--- src/rtl/sar_pkg.sv ---
// sar_pkg: shared state encoding, width helper and latency math for the SAR controller
package sar_pkg;
  typedef enum logic [1:0] {IDLE, SAMPLE, CONVERT, DONE} state_t;
  function automatic int ch_w(input int n);
    return n > 1 ? $clog2(n) : 1;
  endfunction
  function automatic int conv_latency(input int width, input int sample_cyc, input int settle_cyc);
    return sample_cyc + width * settle_cyc + 1;
  endfunction
  localparam int DEF_LATENCY = conv_latency(8, 2, 1);
endpackage

--- src/rtl/sar_settle_timer.sv ---
// sar_settle_timer: loadable down-counter, expire while the count sits at zero
module sar_settle_timer #(
  parameter int TW = 1
) (
  input  logic          clk,
  input  logic          rst_n,
  input  logic          load,
  input  logic [TW-1:0] load_val,
  output logic          expire
);
  logic [TW-1:0] cnt;
  always_ff @(posedge clk)
    if (!rst_n) cnt <= '0;
    else if (load) cnt <= load_val;
    else if (cnt != '0) cnt <= cnt - 1'b1;
  assign expire = cnt == '0;
endmodule

--- src/rtl/sar_ctrl_param.sv ---
// sar_ctrl_param: parametrised SAR conversion controller with start/busy/done handshake
// Define SAR_AVG_EN to average 2^AVG_LOG2 back-to-back passes per request.
module sar_ctrl_param import sar_pkg::*; #(
  parameter int WIDTH = 8,
  parameter int NUM_CH = 4,
  parameter int SAMPLE_CYC = 2,
  parameter int SETTLE_CYC = 1,
  parameter int AVG_LOG2 = 2,
  localparam int CH_W = ch_w(NUM_CH)
) (
  input  logic             clk,
  input  logic             rst_n,
  input  logic             start,
  input  logic [CH_W-1:0]  ch_sel,
  input  logic             comp,
  output logic [WIDTH-1:0] dac_code,
  output logic [CH_W-1:0]  mux_sel,
  output logic             sample,
  output logic             busy,
  output logic             done,
  output logic [WIDTH-1:0] result,
  output logic [CH_W-1:0]  result_ch
);
  localparam int BW = ch_w(WIDTH);
  localparam int TW = ch_w(SAMPLE_CYC > SETTLE_CYC ? SAMPLE_CYC : SETTLE_CYC);
  localparam logic [CH_W-1:0] CH_LAST = CH_W'(NUM_CH - 1);
  localparam logic [WIDTH-1:0] MSB = WIDTH'(1) << (WIDTH - 1);
  if (WIDTH < 2 || WIDTH > 16 || NUM_CH < 1 || NUM_CH > 16 || SAMPLE_CYC < 1 || SETTLE_CYC < 1 || AVG_LOG2 < 0) begin : g_bad_param
    $error("sar_ctrl_param: parameter out of range");
  end
  state_t state;
  logic [BW-1:0] bit_idx;
  logic [WIDTH-1:0] trial, kept, fin;
  logic [TW-1:0] load_val;
  logic load, expire, last_pass;
  always_comb begin
    trial = WIDTH'(1) << bit_idx;
    kept = comp ? dac_code : dac_code & ~trial;
    load = (state == IDLE && start) || ((state == SAMPLE || state == CONVERT) && expire) || (state == DONE && busy);
    load_val = (state == SAMPLE || state == CONVERT) ? TW'(SETTLE_CYC - 1) : TW'(SAMPLE_CYC - 1);
  end
  sar_settle_timer #(.TW(TW)) u_timer (
    .clk(clk),
    .rst_n(rst_n),
    .load(load),
    .load_val(load_val),
    .expire(expire)
  );
`ifdef SAR_AVG_EN
  localparam int PW = AVG_LOG2 + 1;
  localparam logic [PW-1:0] LAST = PW'((1 << AVG_LOG2) - 1);
  logic [PW-1:0] pass;
  logic [WIDTH+AVG_LOG2-1:0] acc, acc_next;
  always_comb begin
    acc_next = acc + (WIDTH + AVG_LOG2)'(kept);
    last_pass = pass == LAST;
    fin = WIDTH'(acc_next >> AVG_LOG2);
  end
  always_ff @(posedge clk)
    if (!rst_n) begin
      pass <= '0;
      acc <= '0;
    end else if (state == IDLE && start) begin
      pass <= '0;
      acc <= '0;
    end else if (state == CONVERT && expire && bit_idx == '0) begin
      pass <= pass + 1'b1;
      acc <= acc_next;
    end
`else
  assign last_pass = 1'b1;
  assign fin = kept;
`endif
  // DONE with busy still high is an inter-pass slot that re-enters SAMPLE
  always_ff @(posedge clk)
    if (!rst_n) begin
      state <= IDLE;
      bit_idx <= '0;
      dac_code <= '0;
      mux_sel <= '0;
      sample <= 1'b0;
      busy <= 1'b0;
      done <= 1'b0;
      result <= '0;
      result_ch <= '0;
    end else begin
      done <= 1'b0;
      case (state)
        IDLE: if (start) begin
          state <= SAMPLE;
          mux_sel <= ch_sel > CH_LAST ? CH_LAST : ch_sel;
          sample <= 1'b1;
          busy <= 1'b1;
          dac_code <= MSB;
        end
        SAMPLE: if (expire) begin
          state <= CONVERT;
          sample <= 1'b0;
          bit_idx <= BW'(WIDTH - 1);
        end
        CONVERT: if (expire) begin
          if (bit_idx == '0) begin
            state <= DONE;
            dac_code <= '0;
            if (last_pass) begin
              done <= 1'b1;
              busy <= 1'b0;
              result <= fin;
              result_ch <= mux_sel;
            end
          end else begin
            dac_code <= kept | (trial >> 1);
            bit_idx <= bit_idx - 1'b1;
          end
        end
        DONE: if (busy) begin
          state <= SAMPLE;
          sample <= 1'b1;
          dac_code <= MSB;
        end else state <= IDLE;
        default: state <= IDLE;
      endcase
    end
endmodule

--- config.mk ---
export PLATFORM = sky130hd
export DESIGN_NAME = sar_ctrl_param
export DESIGN_NICKNAME = d
export VERILOG_FILES = /design/src/rtl/sar_pkg.sv /design/src/rtl/sar_settle_timer.sv /design/src/rtl/sar_ctrl_param.sv
export SDC_FILE = /design/constraint.sdc
export NUM_CORES = 1
export LEC_CHECK = 0
export ABC_CLOCK_PERIOD_IN_PS = 1800
export BUFFER_PORTS_ARGS = -buffer_cell sky130_fd_sc_hd__buf_2
export CAP_MARGIN = 20
export CORE_MARGIN = 4
export CORE_UTILIZATION = 35
export DETAILED_ROUTE_END_ITERATION = 6
export PLACE_DENSITY = 0.6
export SLEW_MARGIN = 5
export SYNTH_ARGS = -nofsm -noshare
export SYNTH_HDL_FRONTEND = slang
export SYNTH_SLANG_ARGS = --single-unit
--- constraint.sdc ---
create_clock -name clk -period 1.8 [get_ports clk]
set_clock_uncertainty 0.15 [all_clocks]
set_input_delay 0.27 -clock clk [delete_from_list [all_inputs] [get_ports clk]]
set_output_delay 0.27 -clock clk [all_outputs]
set_load 0.02 [all_outputs]
### Word-level counts from Yosys, hierarchy flattened

Index checks and enable logic that the tools add are counted.

* $add $sub $neg: 2
* $lt $le $gt $ge: 1
* equality and inequality tests: 9
* shift-type cells: 1
* muxes and demuxes: 28
* bitwise operators: 6
* reductions and logical operators: 20

Operator list (count)
* $mux 8: 5
* $pmux 8 s3: 1
* $reduce_and 4->1: 5
* $mux 1: 10
* $mux 2: 5
* $ne 2x2->1 const B: 5
* $mux 3: 3
* $and 8x8->8: 1
* $not 8->8: 1
* $or 8x7->8: 1
* $pmux 2 s4: 1
* $shl 1x3->8 const A: 1
* $pmux 3 s2: 1
* $reduce_bool 3->1: 2
* $eq 2x2->1 const B: 2
* $reduce_bool 2->1: 2
* $logic_and 1x1->1: 3
* $logic_not 3->1: 1
* $logic_or 1x1->1: 3
* $not 1->1: 3
* $pmux 1 s3: 1
* $reduce_and 3->1: 1
* $reduce_or 3->1: 1
* $sub 3x1->3 const B: 1
* other kinds (7): 7

* flip-flop bits (word level): 29
* bits of input ports: 6
* output and inout port bits: 23
* logic and storage cells: 77

### Depth between registers and ports, before layout

Gate-level depths: netlist (run 1).

* depth after elaboration: 8
* depth in mapped cells: 8
* gate-level depth less buffers: 6

### Hierarchy

From an unflattened synthesis (run 1), not the netlist that was laid out.

* cells, all modules: 169
* area, all modules: 1435.1 um^2

By module, submodules not included
* sar_ctrl_param: instances 1, cells an instance 166, area an instance 1405.1 um^2, seq. area each 560.5 um^2
* sar_settle_timer: instances 1, cells an instance 3, area an instance 30.0 um^2, seq. area each 20.0 um^2

### Worst setup path after synthesis (run 1)

No wires, ideal clock.

* path type: register -> register
* start point: reg state[0]
* end point: reg dac_code[0]
* library setup time: 0.060 ns
* arrival time: 1.729 ns
* required time: 1.590 ns
* setup slack: -0.139 ns
* cell stages (with the launch flop): 8
* cells stage by stage: dfxtp_1 inv_1 ha_1 mux2i_1 or3b_1 buf_6 nor3b_2 o221a_1

* longest elaborated chain between the ends: 3

Ends and longest elaborated chain
* start: declaration: line sar_ctrl_param.sv:31 `state_t state;`
* start signal: assignment: line sar_ctrl_param.sv:77 `state <= IDLE;`
* start signal: assignment: line sar_ctrl_param.sv:90 `state <= SAMPLE;`
* start signal: assignment: line sar_ctrl_param.sv:97 `state <= CONVERT;`
* $eq 2x2->1 or $logic_not 2->1 (tied branches): line sar_ctrl_param.sv:88 `case (state)`
* $ne 2x2->1 (no source line) or $reduce_bool 3->1 (tied branches)
* $reduce_and 4->1 (no source line)
* end signal: assignment: line sar_ctrl_param.sv:112 `dac_code <= kept | (trial >> 1);`
* end: declaration: line sar_ctrl_param.sv:16 `output logic [WIDTH-1:0] dac_code,`

Parallel ways exist; a longest one is shown, timed or not.
A chain may end at the register's enable or synchronous reset.

### Final worst setup path (run 1)

Same ends and word-level chain as after synthesis.

==> flow_summary.yaml, run 1 <==
cells_and_area:
  drive_gt1_share_pct: 34.88
  fillCellCount: 408
  regArea_sq_um: 589.3
  syn_to_final_growth_pct: 31.24
  nets: 229
  multiInputGateArea_sq_um: 837.1
  antenna_cells: 0
clocking:
  cts_tree: "yes"
  clk-insertion-delay-late_ns: 0.27
  htreeDepth: 2
  cts_made_buffers: 5
  hold_buffers: 0
  clk_path_buf_depth: 2
  cts-root-buf: "clkbuf_8"
  clock_sinks: 29
  clkSlewWorstSetupHoldPaths_ns: 0.07
routing:
  antenna_left: 0
  routed_wl_mm: 3.491
  drtIter0Drc: 53
  drc: 0
  via_per_inst: 4.996
  wl_per_cell_um: 13.17
  drtPass1Iterations: 4
  routed-via-count: 1324
sta:
  tightest_slew_ns: 0.4109
  holdWs_ns: 0.09848
  rsz0062_at_grt: "yes"
  slew_violations: 0
  maxClockFrequency_ghz: 0.5458
  final.setup.worst_slack_ns: -0.03215
  finalSetupViolCount: 7
  fin_crit_sh_pct: 101.8
  slew_headroom_pct: 72.43
  finalCriticalPeriod_ns: 1.832
  hold_viol_final: 0
yosys:
  synth_top_area_share_pct: 40.49
  ys_ff_latch: 29
  ys_async_sr_fraction_pct: 0
  synth.distinct_cells: 40
  synth.cell_area_sq_mm: 0.001434
  synth_edf_count: 0
  synthFlopType: "dfxtp_1"
  yosys_warnings: 0
  synth_common_cells: "nand2_1 (32), dfxtp_1 (29), a21oi_1 (23), ha_1 (9), o21ai_1 (9)"
  synth.most_common_cell: "nand2_1"
  ys_seq_area_share_pct: 40.49
  synth_area_leader_cell: "dfxtp_1"
  synth_area_leaders: "dfxtp_1 (40%), nand2_1 (8.4%), a21oi_1 (8.0%)"
  synth_nets: 183
  netlist_instances: 168
  syn_area_per_cell_sq_um: 8.535
worst_setup_path:
  crit_start: "state[0]$_SDFFE_PN0P_"
  reg2reg_depth: 6
  cp.required_ns: 1.87
  critPathCaptureType: "flop"
  r2r-end: "dac_code[0]$_SDFFE_PN0P_"
  crit_end: "dac_code[0]$_SDFFE_PN0P_"
  path_class: "reg -> reg"
  r2r-start: "state[0]$_SDFFE_PN0P_"
  crit_fanout: 3
  start_kind: "flop"
  worstPathArrival_ns: 1.90
  rrSetupSlack_ns: -0.03
placement:
  hpwl_mm: 2.533
  post-place-ws_ns: -0.03126
  portBuffers: 28
  gp_congestion: 0.7996
floorplan:
  ios: 29
  std_cell_rows: 23
  die_y_um: 72.01
  coreArea_sq_mm: 0.003971
  die_w_um: 72.01
  floorplan.initialDensity_pct: 36.11
  die-area_sq_mm: 0.005185
global_routing:
  grt_pass1_wl_mm: 5.609
  grt_pass1_vias: 1208
  grt_overflow_total: 0
  antenna_found_initial: 0
  grt_max_degree: 16
  grtUsageTotal_pct: 13.78
power:
  power_density_mw_per_mm2: 1652
  p_leak_uw: 0.0007837
  vdd.ir_drop.worst_uv: 1063
flow_run:
  maxCapViolCount: 0
run_status:
  status: "finished, violations left"
  violations: "negative setup slack"
min_path:
  hp-class: "in -> reg"
  hold_depth: 3
## metrics by stage
step	setup TNS [ns]	total power (uW)	cells	util, %	area, sq um
3_3_place_gp	0	2329	253	43.35	1722
6_report	-0.1229	3109	265	47.39	1882
3_5_place_dp	-0.1351	2325	253	43.35	1722
4_1_cts	-0.02359	3020	264	46.79	1858
5_1_grt	-1.302	3330	265	47.39	1882
2_1_floorplan	-0.01204	1890	168	-	1464
## sequential cells by signal (all words and copies together), names as in the netlist
signal	count
dac_code	8
sample	1
bit_idx	3
u_timer.cnt	1
done	1
result_ch	2
result	8
mux_sel	2
state	2
busy	1
## placed cells by master, fill, tap and decap left out, types with 2 or more instances in the layout
| cell | synthesis | final |
|---|---|---|
| nand3_1 | 4 | 4 |
| a311oi_1 | 2 | 2 |
| nand2_1 | 32 | 32 |
| a21oi_1 | 23 | 23 |
| a211oi_1 | 3 | 2 |
| ha_1 | 9 | 7 |
| a21boi_0 | 6 | 6 |
| buf_2 | 1 | 28 |
| ha_4 | 0 | 2 |
| dfxtp_1 | 29 | 26 |
| buf_4 | 1 | 17 |
| nor3_1 | 2 | 2 |
| clkbuf_8 | 0 | 7 |
| and2b_4 | 2 | 2 |
| nor2b_1 | 6 | 5 |
| o21ai_1 | 9 | 10 |
| inv_4 | 0 | 2 |
| dfxtp_4 | 0 | 2 |
| nor2_1 | 5 | 4 |
| and2_1 | 4 | 4 |
| inv_1 | 4 | 2 |
| nand2b_1 | 2 | 2 |
## power by group
group          internal, uW  switching (uW)  total (uW)
Sequential              770             139         909
Combinational           797             807        1600
Clock                   345             250         596
## repair_timing
action                     4_1_cts  5_1_grt
setup buffers                    3        1
gates resized for setup          5        7
setup endpoints to repair        8       21
pin swaps                        4        4
## final cells by class
type                       count  share of cell area, %
tap                           50                  3.324
multi-input combinational    128                  44.48
timing repair buffer          45                  14.23
inverter                       5                  1.263
sequential                    29                  31.32
clock inverter                 1                 0.2660
clock buffer                   7                  5.120
## how the worst min path moves through the flow
stage | from | endpoint | slack [ns]
finish | ch_sel[1] | mux_sel[1]$_SDFFE_PN0N_ | 0.1
global route | ch_sel[1] | mux_sel[1]$_SDFFE_PN0N_ | 0.1
CTS | ch_sel[1] | mux_sel[1]$_SDFFE_PN0N_ | 0.09
detailed placement | result[5]$_SDFFE_PN0P_ | result[5]$_SDFFE_PN0P_ | 0.30
global placement | result[7]$_SDFFE_PN0P_ | result[7]$_SDFFE_PN0P_ | 0.29
floorplan | rst_n | bit_idx[0]$_SDFFE_PN0P_ | 0.26
## logic make-up (layout without fill, tap and decap cells)
group	count (synthesis)	after routing	share of synthesized area, %
AO/OA/AOI/OAI	50	50	21.47
multiplexers	1	1	0.6981
adder cells (fa/ha/maj)	9	9	7.854
AND/OR/NAND/NOR	68	68	25.22
buffers and inverters	11	58	4.275
flip-flops	29	29	40.49
## per-layer routing
layer,GRT usage [%],vias to the layer above,routed length [um],share of wire [%]
li1,-,674,-,-
met1,16.81,608,1632,47
met4,5.846,0,61,1.7
met3,3.463,6,188,5.4
met2,23.06,36,1608,46
met5,0,-,0,0
## worst max-delay path: stages (launching register included)
cell and delay [ns]:
dfxtp_4 0.37, inv_4 0.05, ha_4 0.24, mux2i_2 0.18, or3b_4 0.43, nor3b_2 0.17, o221a_1 0.19
Note: power is estimated with default switching activity, not from simulation.
==> run 2: changes to the inputs <==
--- a/config.mk
+++ b/config.mk
@@ -8,10 +8,12 @@
 export ABC_CLOCK_PERIOD_IN_PS = 1800
 export BUFFER_PORTS_ARGS = -buffer_cell sky130_fd_sc_hd__buf_2
 export CAP_MARGIN = 20
+export CELL_PAD_IN_SITES_DETAIL_PLACEMENT = 0
+export CELL_PAD_IN_SITES_GLOBAL_PLACEMENT = 1
 export CORE_MARGIN = 4
 export CORE_UTILIZATION = 35
 export DETAILED_ROUTE_END_ITERATION = 6
-export PLACE_DENSITY = 0.6
+export PLACE_DENSITY = 0.76
 export SLEW_MARGIN = 5
 export SYNTH_ARGS = -nofsm -noshare
 export SYNTH_HDL_FRONTEND = slang
==> flow_summary.yaml, run 2 (synthesis gave the netlist of run 1 again) <==
placement:
  gp_congestion: 0.8780
  portBuffers: 28
  hpwl_mm: 2.757
  placed_cells: 256
worst_setup_path:
  rrSetupSlack_ns: -0.01
  start_kind: "flop"
  crit_slowest_cell: "or3b_4"
  cp_slowest_stage_delay_ns: 0.43
  critPathCaptureType: "flop"
  path_class: "reg -> reg"
  worstPathArrival_ns: 1.89
  crit_fanout: 4
  cp.required_ns: 1.87
  cp_num_buf_inv: 1
  critPathTopFamily: "simple AND/OR/NAND/NOR gates"
  path_cells: "inv_4, ha_4, mux2i_1, or3b_4, nor3b_2, o221a_1"
cells_and_area:
  reg_top3: "dac_code (8), result (8), bit_idx (3)"
  nets: 229
  fillCellCount: 395
  antenna_cells: 0
  drive_gt1_share_pct: 38.79
  fin_util_pct: 48.77
  final_cells: 264
  syn_to_final_growth_pct: 35.08
  layout_common_cells: "buf_2 (28), nand2_1 (26), dfxtp_1 (26)"
  final_common_cell: "buf_2"
clocking:
  cts_tree: "yes"
  clkSlewWorstSetupHoldPaths_ns: 0.06
  clock_sinks: 29
  clk_path_buf_depth: 2
  cts_made_buffers: 5
  htreeDepth: 2
  cts-root-buf: "clkbuf_8"
  clk-insertion-delay-late_ns: 0.28
sta:
  final.setup.worst_slack_ns: -0.01098
  rsz0062_at_grt: "yes"
  tightest_slew_ns: 0.3408
  maxClockFrequency_ghz: 0.5522
  finalCriticalPeriod_ns: 1.811
  slew_violations: 0
  fin_crit_sh_pct: 100.6
  hold_viol_final: 0
  slew_headroom_pct: 76.69
  finalSetupViolCount: 1
flow_run:
  maxCapViolCount: 0
power:
  power_density_mw_per_mm2: 1625
  vdd.ir_drop.worst_uv: 1030
  p_leak_uw: 0.0008243
floorplan:
  die_w_um: 72.01
  die_y_um: 72.01
  ios: 29
  coreArea_sq_mm: 0.003971
  std_cell_rows: 23
  floorplan.initialDensity_pct: 36.11
  die-area_sq_mm: 0.005185
global_routing:
  grtUsageTotal_pct: 15.02
  grt_max_degree: 12
  grt_pass1_wl_mm: 6.161
  grt_pass1_vias: 1334
  antenna_found_initial: 0
  grt_overflow_total: 0
routing:
  drtIter0Drc: 62
  antenna_left: 0
  via_per_inst: 4.962
  wl_per_cell_um: 13.74
  drc: 0
  drtPass1Iterations: 4
  routed-via-count: 1310
  routed_wl_mm: 3.627
run_status:
  violations: "negative setup slack"
  status: "finished, violations left"
min_path:
  hp-class: "in -> reg"
## run 2: power by group
part           internal [uW]  switching, uW  leakage, uW
Sequential               770            133     0.000238
Clock                    303            236    0.0000443
Combinational            834            871     0.000542
## run 2: worst paths after layout
path	from	end	cells after the start
setup / recovery	state[0]$_SDFFE_PN0P_	dac_code[0]$_SDFFE_PN0P_	6
hold reg to reg	result[0]$_SDFFE_PN0P_	result[0]$_SDFFE_PN0P_	2
hold / removal	ch_sel[1]	mux_sel[1]$_SDFFE_PN0N_	3
setup reg to reg	state[0]$_SDFFE_PN0P_	dac_code[0]$_SDFFE_PN0P_	6
## run 2: what timing repair did
action / 4_1_cts / 5_1_grt
hold buffers: 0 / 0
gates cloned: 0 / 0
pin swaps: 4 / 9
buffers inserted: 1 / 0
setup endpoints to repair: 7 / 22
resized for setup: 4 / 24
## run 2: through the flow
stage          total power [uW]  setup TNS, ns  area, sq um  hold slack [ns]  setup slack, ns
2_1_floorplan              1890       -0.01204         1464           0.2584         -0.01204
3_3_place_gp               2341              0         1744           0.2895          0.02825
3_5_place_dp               2389        -0.1168         1744           0.2952         -0.03500
4_1_cts                    2982       -0.01617         1848          0.09589         -0.01617
5_1_grt                    3385        -0.2943         1937           0.1189         -0.05626
6_report                   3147       -0.01098         1937          0.09567         -0.01098
## run 2: area by class of cell
| class | count | area (sq um) | share of cell area, % |
|---|---|---|---|
| Multi-Input combinational cell | 128 | 899.6 | 46.45 |
| Sequential cell | 29 | 589.3 | 30.43 |
| Timing Repair Buffer | 45 | 275.3 | 14.21 |
| Clock buffer | 7 | 86.33 | 4.457 |
| Tap cell | 50 | 62.56 | 3.230 |
| Inverter | 5 | 23.77 | 1.227 |
## run 2: metal layers
metal	vias up	global-route usage (%)	part of all wire (%)
met5	-	0	0
met4	0	6.263	1.2
met3	6	4.709	5.6
met2	30	25.20	49
met1	602	17.72	44
li1	672	-	-
## run 2: tightest hold or removal path, delay by kind of cell
family	cells	cell delay, ns
AND/OR/NAND/NOR	1	0.05
buffers and inverters	1	0.09
AO/OA/AOI/OAI	1	0.05
